<file path="src/rtl/debug_tx_unit.sv">
`default_nettype none
// ============================================================================
//  Module      : debug_tx_unit
//  Description : Streams a processor debug snapshot (PC, cycle count,
//                register file, data-memory window) to a byte-wide UART
//                transmitter, most significant byte of each word first.
//  Revision    : 1.0 - initial release
// ============================================================================
module debug_tx_unit #(
  parameter int NBITS           = 32,
  parameter int NREGS           = 32,
  parameter int REG_ADDR_LENGTH = 5,
  parameter int DM_WORDS        = 16,
  parameter int DM_ADDR_LENGTH  = 32
) (
  input  logic                       clk,
  input  logic                       reset,
  input  logic                       send_flag,
  input  logic [NBITS-1:0]           pc_value,
  input  logic [NBITS-1:0]           cycle_count,
  output logic [REG_ADDR_LENGTH-1:0] reg_addr,
  input  logic [NBITS-1:0]           reg_data,
  output logic [DM_ADDR_LENGTH-1:0]  dm_addr,
  input  logic [NBITS-1:0]           dm_data,
  output logic                       tx_start,
  output logic [7:0]                 tx_data,
  input  logic                       tx_done,
  output logic                       send_done
);

  localparam int C_WORDS  = 2 + NREGS + DM_WORDS;
  localparam int C_NBYTES = NBITS / 8;
  localparam int C_IDX_W  = (C_WORDS > 2) ? $clog2(C_WORDS) : 1;
  localparam int C_BC_W   = (C_NBYTES > 1) ? $clog2(C_NBYTES) : 1;
  localparam logic [C_IDX_W-1:0] C_LAST_IDX  = C_IDX_W'(C_WORDS - 1);
  localparam logic [C_BC_W-1:0]  C_LAST_BYTE = C_BC_W'(C_NBYTES - 1);

  typedef enum logic [2:0] {
    S_IDLE  = 3'd0,
    S_LOAD  = 3'd1,
    S_FETCH = 3'd2,
    S_SEND  = 3'd3,
    S_WAIT  = 3'd4,
    S_DONE  = 3'd5
  } state_t;

  state_t                     state_q;
  logic [C_IDX_W-1:0]         idx_q;
  logic [C_BC_W-1:0]          byte_cnt_q;
  logic [NBITS-1:0]           shift_q;
  logic                       flag_q;
  logic [REG_ADDR_LENGTH-1:0] reg_addr_q;
  logic [DM_ADDR_LENGTH-1:0]  dm_addr_q;
  logic [7:0]                 tx_data_q;
  logic                       tx_start_q;
  logic                       send_done_q;

  logic [C_IDX_W-1:0]         idx_next_d;
  logic [REG_ADDR_LENGTH-1:0] reg_addr_d;
  logic [DM_ADDR_LENGTH-1:0]  dm_addr_d;
  logic [NBITS-1:0]           src_word_d;
  logic [NBITS-1:0]           shift_next_d;

  assign idx_next_d   = idx_q + C_IDX_W'(1);
  assign shift_next_d = shift_q << 8;

  // Read addresses for the next word, presented while LOAD is active so that
  // the one-cycle read latency lands the data in FETCH.
  always_comb begin
    reg_addr_d = '0;
    dm_addr_d  = '0;
    if (int'(idx_next_d) >= 2 && int'(idx_next_d) < NREGS + 2) begin
      reg_addr_d = REG_ADDR_LENGTH'(int'(idx_next_d) - 2);
    end else if (int'(idx_next_d) >= NREGS + 2) begin
      dm_addr_d = DM_ADDR_LENGTH'(int'(idx_next_d) - 2 - NREGS);
    end
  end

  // Source word for the current index: PC, cycle count, register or memory.
  always_comb begin
    src_word_d = pc_value;
    if (idx_q == C_IDX_W'(1)) begin
      src_word_d = cycle_count;
    end else if (int'(idx_q) >= 2 && int'(idx_q) < NREGS + 2) begin
      src_word_d = reg_data;
    end else if (int'(idx_q) >= NREGS + 2) begin
      src_word_d = dm_data;
    end
  end

  // Dump sequencer; all outputs are registered.
  always_ff @(posedge clk) begin
    if (reset) begin
      state_q     <= S_IDLE;
      idx_q       <= '0;
      byte_cnt_q  <= '0;
      shift_q     <= '0;
      flag_q      <= 1'b0;
      reg_addr_q  <= '0;
      dm_addr_q   <= '0;
      tx_data_q   <= 8'h00;
      tx_start_q  <= 1'b0;
      send_done_q <= 1'b0;
    end else begin
      flag_q <= send_flag;
      case (state_q)
        S_IDLE: begin
          // Word 0 is the PC, so both read addresses stay at 0.
          if (send_flag && !flag_q) begin
            idx_q   <= '0;
            state_q <= S_LOAD;
          end
        end
        S_LOAD: begin
          state_q <= S_FETCH;
        end
        S_FETCH: begin
          shift_q    <= src_word_d;
          byte_cnt_q <= '0;
          tx_data_q  <= src_word_d[NBITS-1 -: 8];
          tx_start_q <= 1'b1;
          state_q    <= S_SEND;
        end
        S_SEND: begin
          tx_start_q <= 1'b0;
          state_q    <= S_WAIT;
        end
        S_WAIT: begin
          if (tx_done) begin
            if (byte_cnt_q != C_LAST_BYTE) begin
              shift_q    <= shift_next_d;
              byte_cnt_q <= byte_cnt_q + C_BC_W'(1);
              tx_data_q  <= shift_next_d[NBITS-1 -: 8];
              tx_start_q <= 1'b1;
              state_q    <= S_SEND;
            end else if (idx_q != C_LAST_IDX) begin
              idx_q      <= idx_next_d;
              reg_addr_q <= reg_addr_d;
              dm_addr_q  <= dm_addr_d;
              state_q    <= S_LOAD;
            end else begin
              reg_addr_q  <= '0;
              dm_addr_q   <= '0;
              send_done_q <= 1'b1;
              state_q     <= S_DONE;
            end
          end
        end
        S_DONE: begin
          send_done_q <= 1'b0;
          idx_q       <= '0;
          reg_addr_q  <= '0;
          dm_addr_q   <= '0;
          state_q     <= S_IDLE;
        end
        default: begin
          state_q <= S_IDLE;
        end
      endcase
    end
  end

  assign reg_addr  = reg_addr_q;
  assign dm_addr   = dm_addr_q;
  assign tx_start  = tx_start_q;
  assign tx_data   = tx_data_q;
  assign send_done = send_done_q;

endmodule
`default_nettype wire

</file>
<file path="config.mk">
export PLATFORM = sky130hd
export DESIGN_NAME = debug_tx_unit
export DESIGN_NICKNAME = d
export VERILOG_FILES = /design/src/rtl/debug_tx_unit.sv
export SDC_FILE = /design/constraint.sdc
export NUM_CORES = 1
export LEC_CHECK = 0
export ABC_AREA = 1
export CAP_MARGIN = 20
export CORE_MARGIN = 2
export CORE_UTILIZATION = 47
export DETAILED_ROUTE_END_ITERATION = 10
export PLACE_DENSITY = 0.87
export SKIP_CTS_REPAIR_TIMING = 1
export SYNTH_ARGS = -nofsm -noshare
export SYNTH_HDL_FRONTEND = slang
export SYNTH_SLANG_ARGS = --single-unit
</file>
<file path="constraint.sdc">
create_clock -name clk -period 3.56 [get_ports clk]
set_input_delay 0.356 -clock clk [delete_from_list [all_inputs] [get_ports clk]]
set_output_delay 0.356 -clock clk [all_outputs]
set_load 0.02 [all_outputs]
</file>
# Yosys cells after proc, flatten, opt, wreduce, memory -nomap -nowiden
# Cells that the tools add are included.
# op_classes
magnitude_cmp	6
reduce_logical	15
n_mux	40
n_addsub	4
div	0
mul	0
bitwise_logic	0
n_eq_ne	14
shift	0
# op_table
cell	count
32-bit 2-to-1 mux	8
32-bit case mux with 2 select lines	1
24-bit 2-to-1 mux	2
24-bit case mux with 2 select lines	1
6-bit 2-to-1 mux	4
5-bit 2-to-1 mux	4
6-bit case mux with 3 select lines	1
8-bit 2-to-1 mux	2
8-bit case mux with 2 select lines	1
3-bit case mux with 5 select lines	1
2-bit != test, second input constant	7
6-bit by 2-bit greater-or-equal comparator with 1-bit output, second input constant	2
6-bit greater-or-equal comparator, second input constant	2
6-bit < comparator, second input constant	2
3-bit 2-to-1 mux	4
5-bit case mux with 2 select lines	1
3-bit AND reduction	3
7-bit by 7-bit subtractor with 8-bit output, second input constant	1
6-bit by 2-bit subtractor with 7-bit output, second input constant	1
6-bit by 1-bit adder with 6-bit output, second input constant	1
3-bit by 2-bit equality test with 1-bit output, second input constant	2
3-bit equality test, second input constant	2
6-bit by 1-bit equality test with 1-bit output, second input constant	1
6-bit != test, second input constant	1
other kinds (15)	24
# totals
memories	0
ram_bits	0
in_bits	132
latchBits	0
mem_bits_ro	0
register_bits	83
wordCells	89
out_inout_bits	47

# Longest topological paths before layout
# depth
word_depth	9
ltp_mapped	12
depth_no_buf	12

# Worst setup path after synthesis
# Ideal clock, no wire load.
# synth_path
path_type	reg2reg
start	reg idx_q[0]
end	reg dm_addr_q[6] (netlist: dm_addr[6])
setup_slack_ps	1654
stages_incl_launch_ff	11
t_required_ps	3426
setup_time_ps	134
n_path_buf	1
arrival_ps	1772
synth_period_minus_slack_ps	1906
path_cell_list	dfxtp_1 -> buf_2 -> inv_1 -> ha_1 -> ha_1 -> nand3_1 -> nor2_4 -> xnor2_1 -> ha_1 -> nand3_1 -> a21oi_1
# synth_between
elab_chain_cells	9
word_cells_on_any_way	14
cone_classes	add/sub (3); order compare (3); eq/ne (1); mux (6); reduce/logical (1)
# synth_lines
element	line_no	rtl
from (decl)	48	logic [C_IDX_W-1:0] idx_q;
from (signal assigned)	137	idx_q <= idx_next_d;
6-bit by 1-bit adder with 6-bit output	64	assign idx_next_d = idx_q + C_IDX_W'(1);
6-bit by 2-bit subtractor with 7-bit output	75	dm_addr_d = DM_ADDR_LENGTH'(int'(idx_next_d) - 2 - NREGS);
7-bit by 7-bit subtractor with 8-bit output	75	
32-bit 2-to-1 mux	74	end else if (int'(idx_next_d) >= NREGS + 2) begin
32-bit 2-to-1 mux	72	if (int'(idx_next_d) >= 2 && int'(idx_next_d) < NREGS + 2) begin
32-bit 2-to-1 mux *	136	end else if (idx_q != C_LAST_IDX) begin
32-bit 2-to-1 mux *	130	if (byte_cnt_q != C_LAST_BYTE) begin
32-bit 2-to-1 mux *	129	if (tx_done) begin
32-bit case mux with 2 select lines *	106	case (state_q)
to (signal assigned)	139	dm_addr_q <= dm_addr_d;
to (decl)	53	logic [DM_ADDR_LENGTH-1:0] dm_addr_q;
# Mark *: on every way between the ends. The rest lies on a longest branch, timed or not. The select of a mux whose other input is x is not followed.
# A chain may end at the register's enable or synchronous reset.

# Worst setup path in the final report
# layout_path
start	reg idx_q[0]
end	reg shift_q[13]
# layout_between
elab_chain_cells	5
word_cells_on_any_way	9
cone_classes	order compare (3); eq/ne (1); mux (4); reduce/logical (1)
# layout_lines
element	line_no	rtl
6-bit greater-or-equal comparator, or another cell as far along	86	end else if (int'(idx_q) >= NREGS + 2) begin
32-bit 2-to-1 mux / 1-bit logical AND (equally long branches)	86, 84	
32-bit 2-to-1 mux	84	end else if (int'(idx_q) >= 2 && int'(idx_q) < NREGS + 2) begin
32-bit 2-to-1 mux *	82	if (idx_q == C_IDX_W'(1)) begin
24-bit case mux with 2 select lines *	106	
to (signal assigned)	118	shift_q <= src_word_d;
to (signal assigned)	131	shift_q <= shift_next_d;
to (decl)	50	logic [NBITS-1:0] shift_q;
# Mark *: on every way between the ends. The rest lies on a longest branch, timed or not.

==> flow_summary.ini <==
[clock_tree]
cts_tree = yes
cts_max_path_buffers = 2
clkTransAtPathRegs_ns = 0.07
clk_latency_ns = 0.34
clock_tree.root_cell = clkbuf_8
cts_inserted_buffers = 9
cts_num_sinks = 59
htree_levels = 3

[route]
drtPass1Iterations = 5
wl_per_cell_um = 13.9
drt-total-wl_mm = 12.4
postRouteAntennaNets = 0
num_vias = 4613
via_per_inst = 5.19
drt_iter0_drc = 202
drc = 0

[layout]
layout_common_cells = clkdlybuf4s50_1 (178), nand2_1 (142), nor2_1 (81)
fillers = 741
layout.cells.non_filler = 888
final_common_cell = clkdlybuf4s50_1
final_util = 0.681
diodes = 0
nets = 914
syn_to_final_growth_pct = 40.2
post_route_cells_drive_above_1_share = 0.0923

[sta]
hold_viol_final = 0
min_period_ns = 2.58
slew_headroom = 0.432
rsz0062_at_grt = false
fin_crit_sh = 0.725
slew_viol_final = 0
tns_ns = 0
whs_ns = 0.468
clock_skew_ns = 0.00436
setup_violations = 0
worst_pin_slew_ns = 0.851
max_freq_mhz = 388

[critical_path]
rrSetupSlack_ns = 0.98
slowest_delay_ns = 0.54
crit_family = simple AND/OR/NAND/NOR gates
crit_fanout = 33
crit_path_start_kind = flop
crit_required_ns = 3.79
critical_path_buf_inv_count = 3
critPathSlowestCell = dfxtp_1
crit_type = flop to flop
crit_chain = inv_1 -> ha_1 -> inv_1 -> nand4_1 -> nand2_2 -> inv_2 -> nand2_1 -> nand3_1 -> nand2_1 -> a21oi_1
end_kind = flop
worstPathArrival_ns = 2.81

[synth]
synth_cells = 646
ys_types = 36
synth.avg_cell_area_um2 = 6.59
ys_warn_count = 0
synthesis.nets = 785
syn_area_um2 = 4250
ys_seq_area_frac = 0.278
ys_seq_elements = 59

[place]
io_buffers = 178
globalplace.congestion = 0.928
dp.cells = 871
hpwl_mm = 9.25

[power_and_ir_drop]
pwr-share-clk = 0.278
powerDensity_nw_per_um2 = 369
netSwitchingPower_mw = 0.807
swShare = 0.367
p_total_mw = 2.20
ir_worst_vdd_mv = 0.229
power.share.sequential = 0.335
power_leakage_nw = 2.60
comb_power_share = 0.388
intPower_mw = 1.39

[worst_hold_path]
hp-class = flop to flop

[grt]
overflow = 0
grt_pass1_wl_mm = 20.1
grt_pass1_vias = 4397
antenna_found_initial = 0
grt_max_degree = 65
grt_usage = 0.250

[floorplan]
core_area_um2 = 8760
die_w_um = 99.1
dieArea_um2 = 9830
io_pins = 179
initial_utilization = 0.485
row_count = 34
die_y_um = 99.1

[status]
status = complete, no violations

[job]
drv_cap = 0
per-stage QoR:
step                      setup slack [ns]  cell area [µm²]
after global placement                1.10             5750
after floorplan                       1.65             4250
after CTS                            0.982             5940
final                                0.980             5960
after global routing                 0.742             5960
after detailed placement             0.990             5750
cell families after synthesis:
group / after synthesis / synth area share
flops: 59 / 0.278
compound gates: 146 / 0.209
xor+xnor: 2 / 0.00412
fa+ha+maj: 7 / 0.0206
buf+inv: 126 / 0.161
simple gates: 306 / 0.328
synthesized netlist by cell type:
master / count / area [µm²]
a21oi_2: 14 / 123
xor2_1: 1 / 8.76
nor2_4: 5 / 56.3
o2111ai_1: 1 / 8.76
a22oi_1: 2 / 15.0
inv_2: 6 / 22.5
nor3_1: 4 / 20.0
inv_1: 54 / 203
o21ai_0: 16 / 80.1
o211ai_1: 33 / 248
nand4_4: 1 / 21.3
buf_1: 3 / 11.3
buf_6: 7 / 78.8
clkinv_4: 1 / 8.76
ha_1: 7 / 87.6
buf_4: 36 / 270
o21ai_2: 1 / 8.76
clkbuf_1: 8 / 30.0
dfxtp_1: 59 / 1180
inv_6: 1 / 8.76
nand3_1: 44 / 220
xnor2_1: 1 / 8.76
nand2_4: 7 / 78.8
o21ai_1: 18 / 90.1
a311oi_1: 1 / 8.76
nor2_2: 2 / 12.5
inv_4: 1 / 6.26
nand2_1: 142 / 533
buf_2: 9 / 45.0
nand2_2: 9 / 56.3
a21oi_1: 59 / 295
nand3_2: 5 / 50.1
nor2_1: 81 / 304
nand4_2: 1 / 12.5
nand4_1: 5 / 31.3
o211a_1: 1 / 10.0
worst reg2reg max path, stage by stage (launching register included):
cell and delay (ns):
dfxtp_1 0.54, inv_1 0.09, ha_1 0.21, inv_1 0.05, nand4_1 0.13, nand2_2 0.54, inv_2 0.42, nand2_1 0.19
nand3_1 0.12, nand2_1 0.12, a21oi_1 0.07
layer usage:
layer	vias to the layer above	global-route usage	wire length [µm]
li1	2346	-	-
met1	2024	0.312	5160
met5	-	0	0
met3	30	0.0562	1020
met4	0	0.103	315
met2	213	0.419	5890
area by class of cell:
class                   count  area, µm²  share of cell area
multi-input cells         461       2390               0.400
repair buffers            181       1820               0.305
flip-flops and latches     59       1180               0.198
inverters                  63        249              0.0417
clock buffers              11        141              0.0237
well taps                 108        135              0.0227
clock inverters             5       52.6             0.00881
power groups by stage:
stage	Clock (mW)	Sequential, mW	Combinational, mW
6_report	0.612	0.736	0.853
4_1_cts	0.617	0.735	0.850
2_1_floorplan	0	0.748	0.588
5_1_grt	0.649	0.740	0.960
3_3_place_gp	0	0.747	0.823
3_5_place_dp	0	0.749	0.846
registers in the layout (all words and copies together) (netlist names):
| signal | count |
|---|---|
| reg_addr | 5 |
| dm_addr | 8 |
| idx_q | 6 |
| send_done | 1 |
| shift_q | 24 |
| state_q | 3 |
| flag_q | 1 |
| byte_cnt_q | 2 |
| tx_start | 1 |
| tx_data | 8 |
worst paths after layout:
kind              depth (start not counted)          end  startpoint
setup / recovery                         10  shift_q[13]    idx_q[0]
hold / removal                            2   dm_addr[5]  dm_addr[5]
setup reg to reg                         10  shift_q[13]    idx_q[0]
hold reg to reg                           2   dm_addr[5]  dm_addr[5]
(Power assumes the default switching activity.)
